File: config.mk
export PLATFORM = sky130hd
export DESIGN_NAME = lcd_write_sequencer
export DESIGN_NICKNAME = d
export VERILOG_FILES = /design/src/rtl/lcd_pkg.sv /design/src/rtl/lcd_nibble_writer.sv /design/src/rtl/lcd_write_sequencer.sv
export SDC_FILE = /design/constraint.sdc
export NUM_CORES = 1
export LEC_CHECK = 0
export BUFFER_PORTS_ARGS = -buffer_cell sky130_fd_sc_hd__buf_4
export CAP_MARGIN = 0
export CORE_UTILIZATION = 39
export CTS_BUF_LIST = sky130_fd_sc_hd__clkbuf_4
export CTS_CLUSTER_DIAMETER = 40
export DETAILED_ROUTE_END_ITERATION = 7
export HOLD_SLACK_MARGIN = 0.12
export PLACE_DENSITY = 0.53
export SYNTH_ARGS = -nofsm -noshare
export SYNTH_HDL_FRONTEND = slang
export SYNTH_SLANG_ARGS = --single-unit
File: constraint.sdc
create_clock -name Clock -period 2.28 [get_ports Clock]
set_input_delay 0.342 -clock Clock [delete_from_list [all_inputs] [get_ports Clock]]
set_output_delay 0.342 -clock Clock [all_outputs]
set_load 0.01 [all_outputs]
File: src/rtl/lcd_pkg.sv
// Shared definitions for the 4-bit character LCD write path: FSM encodings,
// default timing, the fixed configuration ROM and command codes.
package lcd_pkg;

  typedef enum logic [3:0] {
    ST_WAIT_INIT,
    ST_CFG_LOAD,
    ST_SETUP_HI,
    ST_PULSE_HI,
    ST_GAP,
    ST_SETUP_LO,
    ST_PULSE_LO,
    ST_WAIT,
    ST_READY
  } lcd_state_e;

  typedef enum logic [1:0] {
    NW_IDLE,
    NW_SETUP,
    NW_PULSE
  } nw_phase_e;

  // Defaults assume a 50 MHz clock
  localparam int unsigned SETUP_CYCLES_DEF = 2;
  localparam int unsigned PULSE_CYCLES_DEF = 12;
  localparam int unsigned NIBBLE_GAP_DEF   = 50;
  localparam int unsigned BYTE_WAIT_DEF    = 2000;
  localparam int unsigned CLEAR_WAIT_DEF   = 82000;

  localparam logic [7:0] CMD_CLEAR = 8'h01;
  localparam logic [7:0] CMD_HOME  = 8'h02;

  localparam logic [1:0] CFG_LAST_IDX = 2'd3;

  function automatic logic [7:0] cfg_rom(input logic [1:0] idx);
    logic [7:0] b;
    case (idx)
      2'd0:    b = 8'h28;  // function set: 4-bit, 2 lines, 5x8
      2'd1:    b = 8'h06;  // entry mode: increment, no shift
      2'd2:    b = 8'h0C;  // display on, cursor off
      default: b = CMD_CLEAR;
    endcase
    return b;
  endfunction

  function automatic logic is_long_cmd(input logic is_data, input logic [7:0] b);
    return !is_data && ((b == CMD_CLEAR) || (b == CMD_HOME));
  endfunction

endpackage

File: src/rtl/lcd_nibble_writer.sv
// Drives one LCD nibble: RS/data set up for SETUP_CYCLES, then E high for
// exactly PULSE_CYCLES. RS/data are held after the pulse until the next start.
module lcd_nibble_writer
  import lcd_pkg::*;
#(
  parameter int unsigned SETUP_CYCLES = SETUP_CYCLES_DEF,
  parameter int unsigned PULSE_CYCLES = PULSE_CYCLES_DEF
) (
  input  logic       clk_i,
  input  logic       rst_i,
  input  logic       start_i,
  input  logic [3:0] nibble_i,
  input  logic       rs_i,
  output logic       e_o,
  output logic       rs_o,
  output logic [3:0] data_o,
  output logic       setup_done_o,
  output logic       done_o
);

  localparam int unsigned NW_MAX = (SETUP_CYCLES > PULSE_CYCLES) ? SETUP_CYCLES : PULSE_CYCLES;
  localparam int unsigned NW_W   = $clog2(NW_MAX + 1);

  nw_phase_e       phase_q, phase_d;
  logic [NW_W-1:0] cnt_q, cnt_d;
  logic            e_q, e_d;
  logic            rs_q, rs_d;
  logic [3:0]      data_q, data_d;

  always_ff @(posedge clk_i) begin
    if (rst_i) begin
      phase_q <= NW_IDLE;
      cnt_q   <= '0;
      e_q     <= 1'b0;
      rs_q    <= 1'b0;
      data_q  <= '0;
    end else begin
      phase_q <= phase_d;
      cnt_q   <= cnt_d;
      e_q     <= e_d;
      rs_q    <= rs_d;
      data_q  <= data_d;
    end
  end

  always_comb begin
    phase_d      = phase_q;
    cnt_d        = cnt_q + NW_W'(1);
    e_d          = e_q;
    rs_d         = rs_q;
    data_d       = data_q;
    setup_done_o = 1'b0;
    done_o       = 1'b0;

    case (phase_q)
      NW_SETUP: begin
        if (cnt_q == NW_W'(SETUP_CYCLES - 1)) begin
          phase_d      = NW_PULSE;
          cnt_d        = '0;
          e_d          = 1'b1;
          setup_done_o = 1'b1;
        end
      end
      NW_PULSE: begin
        if (cnt_q == NW_W'(PULSE_CYCLES - 1)) begin
          phase_d = NW_IDLE;
          cnt_d   = '0;
          e_d     = 1'b0;
          done_o  = 1'b1;
        end
      end
      default: begin
        phase_d = NW_IDLE;
        cnt_d   = '0;
      end
    endcase

    // RS/data only ever change here, while E is low
    if (start_i) begin
      phase_d = NW_SETUP;
      cnt_d   = '0;
      e_d     = 1'b0;
      rs_d    = rs_i;
      data_d  = nibble_i;
    end
  end

  assign e_o    = e_q;
  assign rs_o   = rs_q;
  assign data_o = data_q;

endmodule

File: src/rtl/lcd_write_sequencer.sv
// Post-init LCD write sequencer: replays the configuration bytes, then accepts
// command/data bytes on valid/ready and emits each as two timed nibble writes.
module lcd_write_sequencer
  import lcd_pkg::*;
#(
  parameter int unsigned SETUP_CYCLES = SETUP_CYCLES_DEF,
  parameter int unsigned PULSE_CYCLES = PULSE_CYCLES_DEF,
  parameter int unsigned NIBBLE_GAP   = NIBBLE_GAP_DEF,
  parameter int unsigned BYTE_WAIT    = BYTE_WAIT_DEF,
  parameter int unsigned CLEAR_WAIT   = CLEAR_WAIT_DEF
) (
  input  logic       Clock,
  input  logic       Reset,
  input  logic       iInitDone,
  input  logic       iWrite_Valid,
  input  logic       iWrite_IsData,
  input  logic [7:0] iWrite_Byte,
  output logic       oWrite_Ready,
  output logic       oConfigDone,
  output logic       oLCD_Enabled,
  output logic       oLCD_RegisterSelect,
  output logic       oLCD_ReadWrite,
  output logic [3:0] oLCD_Data
);

  localparam int unsigned CNT_W = $clog2(CLEAR_WAIT + 1);

  lcd_state_e       state_q, state_d;
  logic [CNT_W-1:0] cnt_q, cnt_d;
  logic [1:0]       cfg_idx_q, cfg_idx_d;
  logic [7:0]       byte_q, byte_d;
  logic             isdata_q, isdata_d;
  logic             ready_q, ready_d;
  logic             cfg_done_q, cfg_done_d;

  logic             nw_start;
  logic [3:0]       nw_nibble;
  logic             nw_rs;
  logic             nw_setup_done;
  logic             nw_done;
  logic [CNT_W-1:0] wait_last;

  always_ff @(posedge Clock) begin
    if (Reset) begin
      state_q    <= ST_WAIT_INIT;
      cnt_q      <= '0;
      cfg_idx_q  <= '0;
      byte_q     <= '0;
      isdata_q   <= 1'b0;
      ready_q    <= 1'b0;
      cfg_done_q <= 1'b0;
    end else begin
      state_q    <= state_d;
      cnt_q      <= cnt_d;
      cfg_idx_q  <= cfg_idx_d;
      byte_q     <= byte_d;
      isdata_q   <= isdata_d;
      ready_q    <= ready_d;
      cfg_done_q <= cfg_done_d;
    end
  end

  always_comb begin
    state_d    = state_q;
    cfg_idx_d  = cfg_idx_q;
    byte_d     = byte_q;
    isdata_d   = isdata_q;
    cfg_done_d = cfg_done_q;
    wait_last  = is_long_cmd(isdata_q, byte_q) ? CNT_W'(CLEAR_WAIT - 1)
                                               : CNT_W'(BYTE_WAIT - 1);

    case (state_q)
      ST_WAIT_INIT: if (iInitDone) state_d = ST_CFG_LOAD;
      ST_CFG_LOAD: begin
        byte_d   = cfg_rom(cfg_idx_q);
        isdata_d = 1'b0;
        state_d  = ST_SETUP_HI;
      end
      ST_READY: begin
        if (iWrite_Valid && ready_q) begin
          byte_d   = iWrite_Byte;
          isdata_d = iWrite_IsData;
          state_d  = ST_SETUP_HI;
        end
      end
      ST_SETUP_HI: if (nw_setup_done) state_d = ST_PULSE_HI;
      ST_PULSE_HI: if (nw_done) state_d = ST_GAP;
      ST_GAP:      if (cnt_q == CNT_W'(NIBBLE_GAP - 1)) state_d = ST_SETUP_LO;
      ST_SETUP_LO: if (nw_setup_done) state_d = ST_PULSE_LO;
      ST_PULSE_LO: if (nw_done) state_d = ST_WAIT;
      ST_WAIT: begin
        if (cnt_q == wait_last) begin
          if (cfg_done_q) begin
            state_d = ST_READY;
          end else if (cfg_idx_q == CFG_LAST_IDX) begin
            cfg_done_d = 1'b1;
            state_d    = ST_READY;
          end else begin
            cfg_idx_d = cfg_idx_q + 2'd1;
            state_d   = ST_CFG_LOAD;
          end
        end
      end
      default: state_d = ST_WAIT_INIT;
    endcase
  end

  // Counter restarts on every state change and only advances in GAP/WAIT, so it cannot wrap
  always_comb begin
    if (state_d != state_q) begin
      cnt_d = '0;
    end else if ((state_q == ST_GAP) || (state_q == ST_WAIT)) begin
      cnt_d = cnt_q + CNT_W'(1);
    end else begin
      cnt_d = cnt_q;
    end
  end

  // The writer is launched on the same edge the setup state is entered, so
  // setup time is measured from that edge and the accepted byte goes out directly.
  always_comb begin
    nw_start  = 1'b0;
    nw_nibble = byte_q[3:0];
    nw_rs     = isdata_q;
    if (state_d != state_q) begin
      if (state_d == ST_SETUP_HI) begin
        nw_start  = 1'b1;
        nw_nibble = byte_d[7:4];
        nw_rs     = isdata_d;
      end else if (state_d == ST_SETUP_LO) begin
        nw_start  = 1'b1;
        nw_nibble = byte_q[3:0];
        nw_rs     = isdata_q;
      end
    end
  end

  assign ready_d = (state_d == ST_READY);

  lcd_nibble_writer #(
    .SETUP_CYCLES(SETUP_CYCLES),
    .PULSE_CYCLES(PULSE_CYCLES)
  ) u_nibble_writer (
    .clk_i        (Clock),
    .rst_i        (Reset),
    .start_i      (nw_start),
    .nibble_i     (nw_nibble),
    .rs_i         (nw_rs),
    .e_o          (oLCD_Enabled),
    .rs_o         (oLCD_RegisterSelect),
    .data_o       (oLCD_Data),
    .setup_done_o (nw_setup_done),
    .done_o       (nw_done)
  );

  assign oWrite_Ready   = ready_q;
  assign oConfigDone    = cfg_done_q;
  assign oLCD_ReadWrite = 1'b0;

endmodule

* Word-level counts from Yosys, hierarchy flattened
Cells that the tools add are included.
** Storage, ports and cells
- Logic and storage cells :: 104
- Register bits after elaboration :: 46
** Operators by class
- Eq/ne operators :: 28
- Bitwise gates (word level) :: 2
- Reductions and logical operators :: 17
- Add/subtract/negate cells :: 3
- Multiplexer cells :: 40
** Operators by type and width (number)
- two-way mux 4 bit :: 14
- one-hot mux 4 bit (9 select lines) :: 1
- == test 4 x 3 -> 1 bit, second input constant :: 5
- one-hot mux 6 bit (3 select lines) :: 1
- adder 17 x 1 -> 17 bit, second input constant :: 1
- == test 17 bit :: 1
- == test 17 x 6 -> 1 bit, second input constant :: 1
- two-way mux 17 bit :: 1
- one-hot mux 8 bit (2 select lines) :: 1
- two-way mux 1 bit :: 15
- == test 4 x 2 -> 1 bit, second input constant :: 3
- == test 4 bit, second input constant :: 3
- == test 4 x 1 -> 1 bit, second input constant :: 2
- == test 8 x 1 -> 1 bit, second input constant :: 1
- == test 8 x 2 -> 1 bit, second input constant :: 1
- two-way mux 8 bit :: 1
- one-hot mux 4 bit (2 select lines) :: 1
- AND reduction 2 bit :: 4
- == test 2 bit, second input constant :: 3
- inequality test 3 x 2 -> 1 bit, second input constant :: 2
- adder 4 x 1 -> 4 bit, second input constant :: 1
- == test 2 x 1 -> 1 bit, second input constant :: 2
- logical NOT 4 bit :: 1
- two-way mux 2 bit :: 2
- 15 further kinds :: 22

* Depth between registers and ports, before layout
Gate-level depths: netlist (run 1).
- Depth in word-level cells :: 13
- Depth in mapped cells :: 9

* Cells and area by module
A second synthesis (run 1) with hierarchy kept.
** Unflattened totals
- Cell total of the unflattened synthesis :: 289
- Area total of the unflattened synthesis :: 2444.8 µm²
** Modules (own cells, without submodules)
- lcd_write_sequencer :: times used 1, area each 1909.3 µm², cells each 235
- lcd_nibble_writer :: times used 1, area each 535.5 µm², cells each 54

* Worst setup path after synthesis (run 1)
OpenSTA, ideal clock, no wires.
- Path kind :: register to register
- From :: reg u_nibble_writer.phase_q[0]
- To :: reg cnt_q[0]
- Clock period less this slack :: 1983 ps
- Library setup time :: 78 ps
- Required time :: 2202 ps
- Arrival time :: 1905 ps
- Cell stages (with the launch flop) :: 10
- Slack :: 297 ps
- Path buffers :: 1
- Cell sequence :: dfxtp_1 -> inv_1 -> ha_1 -> nand4b_1 -> nor3b_1 -> o21a_1 -> a2111oi_0 -> nand3_1 -> buf_4 -> nor3_1
** Between the ends
- Longest elaborated chain between the ends :: 6
- Elaborated cells on any way between the ends :: 11
- Those cells by class :: eq/ne (3); mux (7); reduce/logical (1)
** Ends and longest elaborated chain
- start, declared :: RTL line lcd_nibble_writer.sv:24 : nw_phase_e phase_q, phase_d;
- start signal, assigned :: RTL line lcd_nibble_writer.sv:38 : phase_q <= phase_d;
- == test 2 bit / == test 2 x 1 -> 1 bit (equally long branches) :: RTL line lcd_nibble_writer.sv:55 : case (phase_q)
- two-way mux 1 bit :: RTL line lcd_nibble_writer.sv:55
- two-way mux 4 bit, on equally long branches
- one-hot mux 4 bit (9 select lines) (*) :: RTL line lcd_write_sequencer.sv:72 : case (state_q)
- inequality test 4 bit (*) :: RTL line lcd_write_sequencer.sv:110 : if (state_d != state_q) begin
- OR reduction 2 bit (no source line) (*)
- end signal, assigned :: RTL line lcd_write_sequencer.sv:54 : cnt_q <= cnt_d;
- end, declared :: RTL line lcd_write_sequencer.sv:29 : logic [CNT_W-1:0] cnt_q, cnt_d;
Mark *: on every way between the ends. The rest lies on a longest branch, timed or not.
A chain may end at the register's enable or synchronous reset.

* Worst setup path in the final report (run 1)
- From :: reg cnt_q[11]
- To :: reg cnt_q[2]
** Between the ends
- Longest elaborated chain between the ends :: 5
- Elaborated cells on any way between the ends :: 7
- Those cells by class :: eq/ne (3); mux (3); reduce/logical (1)
** Ends and longest elaborated chain (RTL line)
- == test 17 bit / == test 17 x 6 -> 1 bit (equally long branches) :: lcd_write_sequencer.sv:92, lcd_write_sequencer.sv:88
- two-way mux 4 bit, on equally long branches :: lcd_write_sequencer.sv:92, lcd_write_sequencer.sv:88
- one-hot mux 4 bit (9 select lines) (*) :: lcd_write_sequencer.sv:72
- inequality test 4 bit (*) :: lcd_write_sequencer.sv:110
- OR reduction 2 bit (no source line) (*)
Marked as above.

==> run_summary.xml, run 1 <==
<?xml version="1.0" encoding="UTF-8"?>
<metrics>
  <group name="outcome">
    <metric name="result_of_the_run" unit="">completed</metric>
  </group>
  <group name="placement">
    <metric name="place_area" unit="um^2">2740</metric>
    <metric name="gpl.final_weighted_congestion" unit="">0.779</metric>
    <metric name="portBuffers" unit="">20</metric>
    <metric name="detailedPlacementHpwl" unit="um">3850</metric>
  </group>
  <group name="critical_path">
    <metric name="worst_r2r_startpoint" unit="">cnt_q[11]$_SDFFE_PP0P_</metric>
    <metric name="critPathRequiredTime" unit="ns">2.54</metric>
    <metric name="path_class" unit="">flop to flop</metric>
    <metric name="critical_path.n_buffers_inverters" unit="">1</metric>
    <metric name="r2r.worst_path.cells" unit="">7</metric>
    <metric name="critical_path.endpoint_type" unit="">flop</metric>
    <metric name="cp_slowest_cell" unit="">sky130_fd_sc_hd__or4_4</metric>
    <metric name="timing.critical_path.arrival" unit="ns">2.37</metric>
    <metric name="critPathLaunchType" unit="">flop</metric>
    <metric name="critical_path_peak_fanout" unit="">17</metric>
    <metric name="crit_cells" unit="">7</metric>
    <metric name="critical_path.top_delay_family" unit="">simple AND/OR/NAND/NOR gates</metric>
    <metric name="crit_path_max_incr_delay" unit="ns">0.57</metric>
    <metric name="startpoint" unit="">cnt_q[11]$_SDFFE_PP0P_</metric>
    <metric name="cp_cell_sequence" unit="">or4_4, nor3_2, nand4_2, and3_4, a21oi_4, buf_12, nor3_1</metric>
  </group>
  <group name="min_path">
    <metric name="holdPathStages" unit="">3</metric>
    <metric name="worst_min_delay_path_startpoint" unit="">iWrite_IsData</metric>
    <metric name="worst_hold_path_type" unit="">primary input to flop</metric>
  </group>
  <group name="sta">
    <metric name="timing.final.crit_share" unit="%">92.8</metric>
    <metric name="timing.hold.ws" unit="ns">0.228</metric>
    <metric name="setup-tns-final" unit="ns">0</metric>
    <metric name="final_max_slew_viol_count" unit="">0</metric>
    <metric name="hold_viol" unit="">0</metric>
    <metric name="finClkSkew" unit="ns">0.0142</metric>
    <metric name="rsz_0062_raised_after_global_routing" unit="">no</metric>
    <metric name="finalWorstPathRequiredPeriod" unit="ns">2.12</metric>
    <metric name="max_freq" unit="MHz">472</metric>
    <metric name="finalSetupViolCount" unit="">0</metric>
  </group>
  <group name="route">
    <metric name="antenna_violating_nets_post_route" unit="">0</metric>
    <metric name="initialDrtViolationCount" unit="">59</metric>
    <metric name="wl_per_cell" unit="um">13.6</metric>
    <metric name="detail_route.vias_per_cell" unit="">5.32</metric>
    <metric name="drc" unit="">0</metric>
    <metric name="via_count" unit="">2080</metric>
    <metric name="detailedRoute.firstPassIterationCount" unit="">4</metric>
    <metric name="wirelength" unit="um">5300</metric>
  </group>
  <group name="floorplan">
    <metric name="design.die.area" unit="um^2">6590</metric>
    <metric name="fp.dieW" unit="um">81.2</metric>
    <metric name="floorplan.initialDensity" unit="%">40.8</metric>
    <metric name="core" unit="um^2">5990</metric>
    <metric name="die_h" unit="um">81.2</metric>
    <metric name="rows" unit="">28</metric>
    <metric name="pin_count" unit="">22</metric>
  </group>
  <group name="grt">
    <metric name="grt_overflow" unit="">0</metric>
    <metric name="grt_start_max_net_pins" unit="">28</metric>
    <metric name="grtUsageTotal" unit="%">18.0</metric>
    <metric name="grt_first_pass_wirelength" unit="um">9200</metric>
    <metric name="antenna_found_initial" unit="">0</metric>
    <metric name="first_global_vias" unit="">1965</metric>
  </group>
  <group name="clock_network">
    <metric name="post_cts.resized_instances" unit="">0</metric>
    <metric name="cts_setup_buffers" unit="">0</metric>
    <metric name="cts_buffers" unit="">5</metric>
    <metric name="clk_pin_slew_worst_paths" unit="ns">0.14</metric>
    <metric name="cts_tree" unit="">yes</metric>
    <metric name="clock_insertion_delay_worst_skew" unit="ns">0.36</metric>
    <metric name="clock_tree.root_cell" unit="">sky130_fd_sc_hd__clkbuf_4</metric>
    <metric name="ctsHtreeMaxLevel" unit="">2</metric>
    <metric name="post_cts_hold_buffer_count" unit="">0</metric>
    <metric name="clock-sinks" unit="">46</metric>
    <metric name="clockBufferDepth" unit="">2</metric>
  </group>
  <group name="layout">
    <metric name="fill_cells" unit="">607</metric>
    <metric name="fin_area" unit="um^2">2830</metric>
    <metric name="fin_nets" unit="">339</metric>
    <metric name="flow.area_growth_from_synthesis" unit="%">15.8</metric>
    <metric name="n_antenna_cell" unit="">0</metric>
    <metric name="drive_above_1_share" unit="%">20.6</metric>
  </group>
  <group name="job">
    <metric name="max-cap-violations" unit="">0</metric>
  </group>
  <group name="pwr">
    <metric name="total_power" unit="W">0.00150</metric>
    <metric name="p_sw" unit="W">0.000369</metric>
    <metric name="fraction_of_power_spent_switching_nets" unit="%">24.6</metric>
    <metric name="cellInternalPower" unit="W">0.00113</metric>
    <metric name="combinational_group_share_of_total_power" unit="%">10.6</metric>
    <metric name="pwr-share-seq" unit="%">55.2</metric>
    <metric name="power.leakage" unit="nW">1.01</metric>
    <metric name="maximum_vdd_drop" unit="mV">0.303</metric>
    <metric name="p_clk_share" unit="%">34.2</metric>
    <metric name="pwr_dens" unit="nW/um^2">531</metric>
  </group>
  <group name="synthesis">
    <metric name="synth.distinct_cells" unit="">52</metric>
    <metric name="async_flop_share" unit="%">0</metric>
    <metric name="synth.yosys.warnings" unit="">0</metric>
    <metric name="number_of_synthesized_flops_with_an_enable_pin" unit="">0</metric>
    <metric name="register_area_share_after_synthesis" unit="%">37.7</metric>
    <metric name="syn_inst_count" unit="">286</metric>
    <metric name="synth_area" unit="um^2">2440</metric>
    <metric name="postSynthRegisterBits" unit="">46</metric>
    <metric name="synth.net_count" unit="">310</metric>
    <metric name="syn-mean-instance-area" unit="um^2">8.55</metric>
    <metric name="synthFlopType" unit="">sky130_fd_sc_hd__dfxtp_1</metric>
  </group>
</metrics>
-- flip-flops by register name (all words and copies together) (netlist names) --
| name | flops |
|---|---|
| u_nibble_writer.cnt_q | 4 |
| oConfigDone | 1 |
| u_nibble_writer.rs_o | 1 |
| isdata_q | 1 |
| u_nibble_writer.data_o | 4 |
| cfg_idx_q | 2 |
| u_nibble_writer.phase_q | 2 |
| cnt_q | 17 |
| byte_q | 8 |
| u_nibble_writer.e_o | 1 |
| state_q | 4 |
| oWrite_Ready | 1 |
-- synthesized netlist by cell type, types with 2 or more instances --
cell / count / area [um^2]
sky130_fd_sc_hd__nor3_1: 19 / 95.1
sky130_fd_sc_hd__a222oi_1: 3 / 30.0
sky130_fd_sc_hd__mux2_2: 2 / 22.5
sky130_fd_sc_hd__ha_1: 11 / 138
sky130_fd_sc_hd__nand3_1: 15 / 75.1
sky130_fd_sc_hd__nand2_1: 24 / 90.1
sky130_fd_sc_hd__nor2_1: 31 / 116
sky130_fd_sc_hd__inv_1: 15 / 56.3
sky130_fd_sc_hd__dfxtp_1: 46 / 921
sky130_fd_sc_hd__or3_1: 2 / 12.5
sky130_fd_sc_hd__nand2b_1: 3 / 18.8
sky130_fd_sc_hd__a21oi_1: 13 / 65.1
sky130_fd_sc_hd__buf_6: 3 / 33.8
sky130_fd_sc_hd__nor3_2: 7 / 70.1
sky130_fd_sc_hd__a31oi_1: 6 / 37.5
sky130_fd_sc_hd__and3_1: 4 / 25.0
sky130_fd_sc_hd__nor3b_1: 4 / 30.0
sky130_fd_sc_hd__nand3b_1: 3 / 22.5
sky130_fd_sc_hd__clkbuf_1: 5 / 18.8
sky130_fd_sc_hd__or3b_2: 2 / 17.5
sky130_fd_sc_hd__a221oi_1: 2 / 17.5
sky130_fd_sc_hd__xor2_1: 9 / 78.8
sky130_fd_sc_hd__o21ai_0: 8 / 40.0
sky130_fd_sc_hd__nand4_1: 2 / 12.5
sky130_fd_sc_hd__a211oi_1: 2 / 15.0
sky130_fd_sc_hd__buf_4: 4 / 30.0
sky130_fd_sc_hd__xnor2_1: 12 / 105
sky130_fd_sc_hd__nor4_1: 5 / 31.3
-- power groups by stage --
stage	clock network (W)	logic [W]	registers, W
floorplan	0	0.0000994	0.000843
global placement	0	0.000160	0.000848
detailed placement	0	0.000158	0.000847
CTS	0.000535	0.000159	0.000830
global route	0.000558	0.000177	0.000833
finish	0.000513	0.000159	0.000830
-- tightest hold or removal path: stages --
cell and delay, ns:
sky130_fd_sc_hd__buf_4 0.11, sky130_fd_sc_hd__nand2_1 0.05, sky130_fd_sc_hd__a21oi_1 0.06
-- metrics by stage --
stage	util [%]	setup WS [ns]	instances
2_1_floorplan	-	0.297	286
3_3_place_gp	45.7	0.162	383
3_5_place_dp	45.7	0.135	383
4_1_cts	47.1	0.0976	391
5_1_grt	47.3	0.0506	391
6_report	47.3	0.163	391
-- path summary, 6_finish.rpt --
check | to | slack [ns]
max | cnt_q[2]$_SDFFE_PP0P_ | 0.16
min | isdata_q$_SDFF_PP0_ | 0.23
max reg2reg | cnt_q[2]$_SDFFE_PP0P_ | 0.16
min reg2reg | byte_q[7]$_SDFF_PP0_ | 0.47
-- layout by cell type, fill, tap and decap left out, types with 3 or more instances in the layout --
cell type / count
sky130_fd_sc_hd__a31oi_1: 6
sky130_fd_sc_hd__nor3b_1: 4
sky130_fd_sc_hd__o21ai_0: 8
sky130_fd_sc_hd__dfxtp_1: 46
sky130_fd_sc_hd__nand2_1: 24
sky130_fd_sc_hd__nor4_1: 5
sky130_fd_sc_hd__inv_1: 15
sky130_fd_sc_hd__clkbuf_4: 6
sky130_fd_sc_hd__nor3_1: 19
sky130_fd_sc_hd__a222oi_1: 3
sky130_fd_sc_hd__nand2b_1: 3
sky130_fd_sc_hd__nand3b_1: 3
sky130_fd_sc_hd__buf_4: 33
sky130_fd_sc_hd__xor2_1: 9
sky130_fd_sc_hd__nor2_1: 31
sky130_fd_sc_hd__nand3_1: 15
sky130_fd_sc_hd__a21oi_1: 13
sky130_fd_sc_hd__and3_1: 4
sky130_fd_sc_hd__ha_1: 11
sky130_fd_sc_hd__nor3_2: 7
sky130_fd_sc_hd__xnor2_1: 12
-- final cells by class --
cell class                      count  area (um^2)  area share, %
Multi-Input combinational cell    212         1390           49.1
Sequential cell                    46          921           32.5
Inverter                           15         56.3           1.99
Timing Repair Buffer               35          288           10.2
Clock buffer                        6         45.0           1.59
Clock inverter                      2         37.5           1.33
Tap cell                           75         93.8           3.31
-- cell families after synthesis --
group	after synthesis	share of synthesized area [%]
AO/OA/AOI/OAI	43	11.7
XOR/XNOR	21	7.52
adder cells (fa/ha/maj)	11	5.63
buffers and inverters	28	5.99
flip-flops	46	37.7
multiplexers	3	1.33
other	1	0.153
AND/OR/NAND/NOR	133	30.0
-- layer usage --
metal / vias up / GRT usage [%] / share of wire [%] / wire (um)
met5: - / 0 / 0 / 0
met4: 0 / 4.29 / 1.1 / 58
met3: 5 / 4.38 / 4.5 / 240
met2: 36 / 29.7 / 46 / 2420
met1: 975 / 23.5 / 49 / 2580
li1: 1064 / - / - / -
No activity file was read; power rests on OpenSTA's default activity.
==> run 2: changes to the inputs <==
--- a/config.mk
+++ b/config.mk
@@ -5,6 +5,7 @@
 export SDC_FILE = /design/constraint.sdc
 export NUM_CORES = 1
 export LEC_CHECK = 0
+export ABC_AREA = 1
 export BUFFER_PORTS_ARGS = -buffer_cell sky130_fd_sc_hd__buf_4
 export CAP_MARGIN = 0
 export CORE_UTILIZATION = 39
==> run 2 against run 1 <==
Effect of this change:
- clock skew shrank 0.0071 ns
- critical path type unchanged
- synthesized cell count grew 16%
- sequential power shrank 0.5%
- routed wire length shrank 1.8%
- register-to-register slack gained 0.10 ns
- worst setup slack gained 0.10 ns
==> run_summary.xml, run 2 <==
<?xml version="1.0" encoding="UTF-8"?>
<metrics>
  <group name="layout">
    <metric name="top_regs" unit="">cnt_q: 17 flops, byte_q: 8 flops</metric>
    <metric name="layout_commonest_cell" unit="">sky130_fd_sc_hd__nand2_1</metric>
    <metric name="fin_nets" unit="">379</metric>
    <metric name="finalNonFillerCells" unit="">431</metric>
    <metric name="flow.area_growth_from_synthesis" unit="%">12.3</metric>
    <metric name="final_cell_mix" unit="">sky130_fd_sc_hd__nand2_1 (56), sky130_fd_sc_hd__inv_1 (47), sky130_fd_sc_hd__dfxtp_1 (46)</metric>
    <metric name="fill_cells" unit="">647</metric>
    <metric name="fin_area" unit="um^2">2810</metric>
    <metric name="n_antenna_cell" unit="">0</metric>
    <metric name="regMostFlops" unit="">cnt_q</metric>
    <metric name="drive_above_1_share" unit="%">18.5</metric>
    <metric name="largest_register_ffs" unit="">17</metric>
  </group>
  <group name="sta">
    <metric name="hold_viol" unit="">0</metric>
    <metric name="finalSetupViolCount" unit="">0</metric>
    <metric name="final_max_slew_viol_count" unit="">0</metric>
    <metric name="rsz_0062_raised_after_global_routing" unit="">no</metric>
    <metric name="finalWorstPathRequiredPeriod" unit="ns">2.01</metric>
    <metric name="max_freq" unit="MHz">497</metric>
    <metric name="setup-tns-final" unit="ns">0</metric>
    <metric name="finClkSkew" unit="ns">0.00701</metric>
    <metric name="timing.final.crit_share" unit="%">88.3</metric>
  </group>
  <group name="route">
    <metric name="wl_per_cell" unit="um">12.1</metric>
    <metric name="initialDrtViolationCount" unit="">68</metric>
    <metric name="met3RoutedLength" unit="um">171</metric>
    <metric name="via_count" unit="">2057</metric>
    <metric name="wirelength" unit="um">5210</metric>
    <metric name="detail_route.vias_per_cell" unit="">4.77</metric>
    <metric name="length_of_routed_wiring_on_met1" unit="um">2630</metric>
    <metric name="wl_met2" unit="um">2340</metric>
    <metric name="route.top_layer_used" unit="">met4</metric>
    <metric name="detailedRoute.firstPassIterationCount" unit="">6</metric>
    <metric name="drc" unit="">0</metric>
    <metric name="antenna_violating_nets_post_route" unit="">0</metric>
  </group>
  <group name="synthesis">
    <metric name="library_cell_with_the_highest_instance_count_after_synthesis" unit="">sky130_fd_sc_hd__nand2_1</metric>
    <metric name="syn_inst_count" unit="">331</metric>
    <metric name="yosysTopAreaCellShare" unit="%">36.8</metric>
    <metric name="async_flop_share" unit="%">0</metric>
    <metric name="postSynthRegisterBits" unit="">46</metric>
    <metric name="number_of_synthesized_flops_with_an_enable_pin" unit="">0</metric>
    <metric name="syn-mean-instance-area" unit="um^2">7.56</metric>
    <metric name="register_area_share_after_synthesis" unit="%">36.8</metric>
    <metric name="synth.net_count" unit="">355</metric>
    <metric name="synth_area" unit="um^2">2500</metric>
    <metric name="synth.yosys.warnings" unit="">0</metric>
    <metric name="post-synth-top-area-cell" unit="">sky130_fd_sc_hd__dfxtp_1</metric>
    <metric name="synthFlopType" unit="">sky130_fd_sc_hd__dfxtp_1</metric>
    <metric name="synth.top_cells.by_area" unit="">sky130_fd_sc_hd__dfxtp_1 (37%), sky130_fd_sc_hd__nand2_1 (8.4%), sky130_fd_sc_hd__inv_1 (7.0%)</metric>
    <metric name="synthTopCellsByCount" unit="">sky130_fd_sc_hd__nand2_1 (56), sky130_fd_sc_hd__inv_1 (47), sky130_fd_sc_hd__dfxtp_1 (46)</metric>
    <metric name="synth.distinct_cells" unit="">39</metric>
  </group>
  <group name="pwr">
    <metric name="maximum_vdd_drop" unit="mV">0.387</metric>
    <metric name="pwr_dens" unit="nW/um^2">532</metric>
    <metric name="power.leakage" unit="nW">1.16</metric>
  </group>
  <group name="critical_path">
    <metric name="timing.rr.end" unit="">cnt_q[10]$_SDFFE_PP0P_</metric>
    <metric name="r2r.worst_path.cells" unit="">10</metric>
    <metric name="worst_r2r_startpoint" unit="">u_nibble_writer.cnt_q[0]$_SDFF_PP0_</metric>
    <metric name="timing.critical_path.arrival" unit="ns">2.31</metric>
    <metric name="path_class" unit="">flop to flop</metric>
    <metric name="critPathLaunchType" unit="">flop</metric>
    <metric name="setup.reg_to_reg.worst_slack" unit="ns">0.27</metric>
    <metric name="critical_path.endpoint_type" unit="">flop</metric>
    <metric name="critical_path_peak_fanout" unit="">17</metric>
    <metric name="critPathRequiredTime" unit="ns">2.58</metric>
  </group>
  <group name="floorplan">
    <metric name="floorplan.initialDensity" unit="%">41.3</metric>
    <metric name="rows" unit="">28</metric>
    <metric name="fp.dieW" unit="um">82.1</metric>
    <metric name="pin_count" unit="">22</metric>
    <metric name="core" unit="um^2">6060</metric>
    <metric name="die_h" unit="um">82.1</metric>
    <metric name="design.die.area" unit="um^2">6740</metric>
  </group>
  <group name="grt">
    <metric name="grt_start_max_net_pins" unit="">18</metric>
    <metric name="grtUsageTotal" unit="%">17.4</metric>
    <metric name="antenna_found_initial" unit="">0</metric>
    <metric name="first_global_vias" unit="">1895</metric>
    <metric name="grt_first_pass_wirelength" unit="um">8870</metric>
    <metric name="grt_overflow" unit="">0</metric>
  </group>
  <group name="clock_network">
    <metric name="cts_buffers" unit="">5</metric>
    <metric name="clock-sinks" unit="">46</metric>
    <metric name="cts_tree" unit="">yes</metric>
    <metric name="clockBufferDepth" unit="">2</metric>
    <metric name="ctsHtreeMaxLevel" unit="">2</metric>
    <metric name="clk_pin_slew_worst_paths" unit="ns">0.14</metric>
    <metric name="clock_insertion_delay_worst_skew" unit="ns">0.36</metric>
    <metric name="clock_tree.root_cell" unit="">sky130_fd_sc_hd__clkbuf_4</metric>
  </group>
  <group name="placement">
    <metric name="gpl.final_weighted_congestion" unit="">0.780</metric>
    <metric name="placed_cells" unit="">423</metric>
    <metric name="portBuffers" unit="">20</metric>
    <metric name="detailedPlacementHpwl" unit="um">4030</metric>
    <metric name="place_area" unit="um^2">2720</metric>
  </group>
  <group name="min_path">
    <metric name="worst_hold_path_type" unit="">primary input to flop</metric>
    <metric name="holdPathStages" unit="">3</metric>
    <metric name="min_to" unit="">byte_q[3]$_SDFFE_PP0P_</metric>
    <metric name="worst_min_delay_path_startpoint" unit="">iWrite_Byte[3]</metric>
  </group>
  <group name="job">
    <metric name="max-cap-violations" unit="">0</metric>
  </group>
  <group name="outcome">
    <metric name="result_of_the_run" unit="">completed</metric>
  </group>
</metrics>
==> run 2: logic make-up (layout without fill, tap and decap cells) <==
family,after synthesis,after routing,share of synthesized area (%)
DFF,46,46,36.8
and+or+nand+nor,162,162,33.7
buffers and inverters,58,83,9.40
xor gates and xnor gates,18,18,6.30
other,1,1,0.150
adders and majority gates,11,11,5.50
AOI/OAI and AO/OA,35,35,8.15
==> run 2: metal layers <==
layer / up-vias / global-route usage (%)
met1: 928 / 23.4
met3: 7 / 3.30
met4: 0 / 5.79
li1: 1100 / -
met2: 22 / 27.7
met5: - / 0
==> run 2: critical path, cell delays in order (launching register included) <==
cell,delay (ns)
sky130_fd_sc_hd__dfxtp_1,0.40
sky130_fd_sc_hd__ha_1,0.15
sky130_fd_sc_hd__nor3b_1,0.25
sky130_fd_sc_hd__nand2_1,0.15
sky130_fd_sc_hd__nand3_1,0.09
sky130_fd_sc_hd__nand4_1,0.14
sky130_fd_sc_hd__nor2_4,0.16
sky130_fd_sc_hd__nand3_1,0.07
sky130_fd_sc_hd__nand2_1,0.11
sky130_fd_sc_hd__nand3_4,0.25
sky130_fd_sc_hd__nor2_1,0.17
==> run 2: where the power goes <==
part           leakage [nW]  total (W)  switching (W)  internal [W]
clock                0.0463   0.000524       0.000267      0.000257
sequential            0.371   0.000826      0.0000104      0.000815
combinational         0.742   0.000148      0.0000925     0.0000552
==> run 2: how the worst max path moves through the flow <==
stage                                        startpoint                      to  slack [ns]  cells after the start
floorplan           u_nibble_writer.cnt_q[0]$_SDFF_PP0_   cnt_q[1]$_SDFFE_PP0P_        0.51                     12
global placement                 byte_q[1]$_SDFFE_PP0P_  cnt_q[13]$_SDFFE_PP0P_        0.13                     14
detailed placement  u_nibble_writer.cnt_q[0]$_SDFF_PP0_  cnt_q[10]$_SDFFE_PP0P_        0.07                     10
CTS                 u_nibble_writer.cnt_q[0]$_SDFF_PP0_  cnt_q[10]$_SDFFE_PP0P_        0.04                     10
global route        u_nibble_writer.cnt_q[0]$_SDFF_PP0_   cnt_q[9]$_SDFFE_PP0P_        0.02                     12
finish              u_nibble_writer.cnt_q[0]$_SDFF_PP0_  cnt_q[10]$_SDFFE_PP0P_        0.27                     10
==> run 2: per-stage QoR <==
step	hold WS (ns)	util, %	worst slack, ns	total power [W]
3_5_place_dp	0.442	44.9	0.0728	0.000988
4_1_cts	0.236	46.3	0.0373	0.00151
2_1_floorplan	0.433	-	0.509	0.000947
5_1_grt	0.235	46.4	0.0176	0.00158
3_3_place_gp	0.445	44.9	0.133	0.000988
6_report	0.249	46.4	0.266	0.00150
==> run 2: final cells by class <==
type | count | area [um^2] | area share [%]
Multi-Input combinational cell | 227 | 1360 | 48.2
Tap cell | 75 | 93.8 | 3.34
Inverter | 54 | 203 | 7.21
Sequential cell | 46 | 921 | 32.7
Timing Repair Buffer | 21 | 158 | 5.60
Clock buffer | 7 | 52.6 | 1.87
Clock inverter | 1 | 30.0 | 1.07
==> run 2: what timing repair did <==
item | 4_1_cts | 5_1_grt
buffers inserted | 0 | 0
endpoints found under the setup margin | 0 | 17
resized for setup | 0 | 1
hold buffers | 0 | 0
==> run 3: changes to the inputs <==
--- a/config.mk
+++ b/config.mk
@@ -14,6 +14,7 @@
 export DETAILED_ROUTE_END_ITERATION = 7
 export HOLD_SLACK_MARGIN = 0.12
 export PLACE_DENSITY = 0.53
+export SLEW_MARGIN = 10
 export SYNTH_ARGS = -nofsm -noshare
 export SYNTH_HDL_FRONTEND = slang
 export SYNTH_SLANG_ARGS = --single-unit
==> constraint.sdc (replaced) <==
create_clock -name Clock -period 2.35 [get_ports Clock]
set_input_delay 0.3525 -clock Clock [delete_from_list [all_inputs] [get_ports Clock]]
set_output_delay 0.3525 -clock Clock [all_outputs]
set_load 0.01 [all_outputs]
==> run 3 against run 2 <==
Effect of this change:
- global-route usage decreased by 0.16 points
- register-to-register slack improved by 0.11 ns
- routed wire length fell by 2.9%
- hold slack worse by 0.0096 ns
- maximum frequency increased by 2.1%
- critical path type unchanged
- combinational power fell by 3%
- design area is 0.85% higher
- utilization is 0.39 points higher
- critical path depth is 2 higher
- clock power grew 15%
- sequential share of layout area fell by 0.27 points
==> run_summary.xml, run 3 (synthesis gave the netlist of run 2 again) <==
<?xml version="1.0" encoding="UTF-8"?>
<metrics>
  <group name="placement">
    <metric name="portBuffers" unit="">20</metric>
    <metric name="gpl.final_weighted_congestion" unit="">0.804</metric>
    <metric name="detailedPlacementHpwl" unit="um">3910</metric>
  </group>
  <group name="layout">
    <metric name="largest_register_ffs" unit="">17</metric>
    <metric name="top_regs" unit="">cnt_q: 17 flops, byte_q: 8 flops</metric>
    <metric name="flow.area_growth_from_synthesis" unit="%">13.3</metric>
    <metric name="final_cell_mix" unit="">sky130_fd_sc_hd__nand2_1 (56), sky130_fd_sc_hd__inv_1 (47), sky130_fd_sc_hd__dfxtp_1 (46)</metric>
    <metric name="fin_nets" unit="">380</metric>
    <metric name="regMostFlops" unit="">cnt_q</metric>
    <metric name="n_antenna_cell" unit="">0</metric>
    <metric name="layout_commonest_cell" unit="">sky130_fd_sc_hd__nand2_1</metric>
    <metric name="drive_above_1_share" unit="%">18.8</metric>
    <metric name="fill_cells" unit="">640</metric>
  </group>
  <group name="clock_network">
    <metric name="clockBufferDepth" unit="">2</metric>
    <metric name="post_cts_hold_buffer_count" unit="">0</metric>
    <metric name="clock_insertion_delay_worst_skew" unit="ns">0.37</metric>
    <metric name="clock-sinks" unit="">46</metric>
    <metric name="cts_tree" unit="">yes</metric>
    <metric name="clock_tree.root_cell" unit="">sky130_fd_sc_hd__clkbuf_4</metric>
    <metric name="ctsHtreeMaxLevel" unit="">2</metric>
    <metric name="post_cts.resized_instances" unit="">0</metric>
    <metric name="clk_pin_slew_worst_paths" unit="ns">0.15</metric>
    <metric name="cts_buffers" unit="">5</metric>
    <metric name="cts_setup_buffers" unit="">0</metric>
  </group>
  <group name="grt">
    <metric name="first_global_vias" unit="">2004</metric>
    <metric name="grtUsageTotal" unit="%">17.2</metric>
    <metric name="gr-usage-met3" unit="%">3.52</metric>
    <metric name="grt_overflow" unit="">0</metric>
    <metric name="grt_first_pass_wirelength" unit="um">8850</metric>
    <metric name="global_route.peak_usage_layer" unit="">met2</metric>
    <metric name="grt_start_max_net_pins" unit="">18</metric>
    <metric name="globalRouteMet1Util" unit="%">22.0</metric>
    <metric name="grt_use_met2" unit="%">28.8</metric>
    <metric name="antenna_found_initial" unit="">0</metric>
  </group>
  <group name="critical_path">
    <metric name="critical_path.n_buffers_inverters" unit="">1</metric>
    <metric name="timing.critical_path.arrival" unit="ns">2.24</metric>
    <metric name="path_class" unit="">flop to flop</metric>
    <metric name="cp_slowest_cell" unit="">sky130_fd_sc_hd__dfxtp_1</metric>
    <metric name="critical_path.endpoint_type" unit="">flop</metric>
    <metric name="critical_path_peak_fanout" unit="">17</metric>
    <metric name="critPathLaunchType" unit="">flop</metric>
    <metric name="cp_cell_sequence" unit="">ha_1, nor3b_1, nand2_1, nand3_1, nand4_1, nor2_4, nand2_1, nand2_1, nand2_1, nand3_2, buf_4, nor2_1</metric>
    <metric name="critPathRequiredTime" unit="ns">2.62</metric>
    <metric name="critPathMostFrequentCell" unit="">sky130_fd_sc_hd__nand2_1</metric>
    <metric name="crit_path_max_incr_delay" unit="ns">0.40</metric>
    <metric name="critical_path.top_delay_family" unit="">simple AND/OR/NAND/NOR gates</metric>
  </group>
  <group name="route">
    <metric name="detailedRoute.firstPassIterationCount" unit="">4</metric>
    <metric name="detail_route.vias_per_cell" unit="">4.69</metric>
    <metric name="wirelength" unit="um">5060</metric>
    <metric name="drc" unit="">0</metric>
    <metric name="antenna_violating_nets_post_route" unit="">0</metric>
    <metric name="via_count" unit="">2028</metric>
    <metric name="wl_per_cell" unit="um">11.7</metric>
    <metric name="initialDrtViolationCount" unit="">62</metric>
  </group>
  <group name="sta">
    <metric name="timing.hold.ws" unit="ns">0.240</metric>
    <metric name="finalWorstPathRequiredPeriod" unit="ns">1.97</metric>
    <metric name="max_freq" unit="MHz">507</metric>
    <metric name="rsz_0062_raised_after_global_routing" unit="">no</metric>
    <metric name="timing.final.crit_share" unit="%">84.0</metric>
    <metric name="hold_viol" unit="">0</metric>
    <metric name="final_max_slew_viol_count" unit="">0</metric>
    <metric name="finClkSkew" unit="ns">0.0207</metric>
    <metric name="finalSetupViolCount" unit="">0</metric>
    <metric name="setup-tns-final" unit="ns">0</metric>
  </group>
  <group name="pwr">
    <metric name="pwr_dens" unit="nW/um^2">546</metric>
    <metric name="power.leakage" unit="nW">1.17</metric>
    <metric name="maximum_vdd_drop" unit="mV">0.309</metric>
    <metric name="total_power" unit="W">0.00155</metric>
  </group>
  <group name="floorplan">
    <metric name="rows" unit="">28</metric>
    <metric name="floorplan.initialDensity" unit="%">41.3</metric>
    <metric name="core" unit="um^2">6060</metric>
    <metric name="fp.dieW" unit="um">82.1</metric>
    <metric name="die_h" unit="um">82.1</metric>
    <metric name="pin_count" unit="">22</metric>
    <metric name="design.die.area" unit="um^2">6740</metric>
  </group>
  <group name="outcome">
    <metric name="result_of_the_run" unit="">completed</metric>
  </group>
  <group name="min_path">
    <metric name="worst_hold_path_type" unit="">primary input to flop</metric>
  </group>
  <group name="job">
    <metric name="max-cap-violations" unit="">0</metric>
  </group>
</metrics>
run 3: changes by cell type in the layout (fill, tap and decap cells not counted):
cell,previous run,this run
sky130_fd_sc_hd__clkinv_4,0,1
sky130_fd_sc_hd__clkbuf_4,7,5
sky130_fd_sc_hd__bufinv_16,1,2
sky130_fd_sc_hd__nand3_4,1,0
sky130_fd_sc_hd__buf_4,21,22
sky130_fd_sc_hd__nand3_2,2,3
run 3: metal layers:
metal / wire length (um) / up-vias
met4: 57 / 0
met1: 2540 / 900
li1: - / 1096
met3: 139 / 7
met2: 2320 / 25
met5: 0 / -
run 3: metrics by stage:
stage          cell area (um^2)  std cells  worst slack (ns)  utilization [%]
4_1_cts                    2840        432             0.352             46.8
3_3_place_gp               2730        424             0.389             45.0
2_1_floorplan              2500        331             0.579                -
3_5_place_dp               2730        424             0.387             45.0
6_report                   2840        432             0.377             46.8
5_1_grt                    2840        432            0.0732             46.8
run 3: tightest hold or removal path, stage by stage:
cell,delay (ns)
sky130_fd_sc_hd__buf_4,0.10
sky130_fd_sc_hd__nand2_1,0.05
sky130_fd_sc_hd__a31oi_1,0.07
run 3: power by group:
part	internal (W)	switching, W	leakage, nW
clock network	0.000333	0.000270	0.0554
logic	0.0000550	0.0000876	0.746
registers	0.000791	0.0000101	0.371
run 3: final timing paths:
path	to	startpoint	cells past startpoint	slack, ns
setup / recovery	cnt_q[12]$_SDFFE_PP0P_	u_nibble_writer.cnt_q[0]$_SDFF_PP0_	12	0.38
hold / removal	byte_q[3]$_SDFFE_PP0P_	iWrite_Byte[3]	3	0.24
setup reg to reg	cnt_q[12]$_SDFFE_PP0P_	u_nibble_writer.cnt_q[0]$_SDFF_PP0_	12	0.38
hold reg to reg	byte_q[6]$_SDFF_PP0_	byte_q[6]$_SDFF_PP0_	2	0.47
run 3: final cells by class:
class / count / area, um^2 / area share, %
multi-input combinational: 227 / 1350 / 47.5
sequential: 46 / 921 / 32.5
inverter: 54 / 203 / 7.15
timing repair buffer: 22 / 165 / 5.82
tap: 75 / 93.8 / 3.31
clock inverter: 3 / 68.8 / 2.43
clock buffer: 5 / 37.5 / 1.32
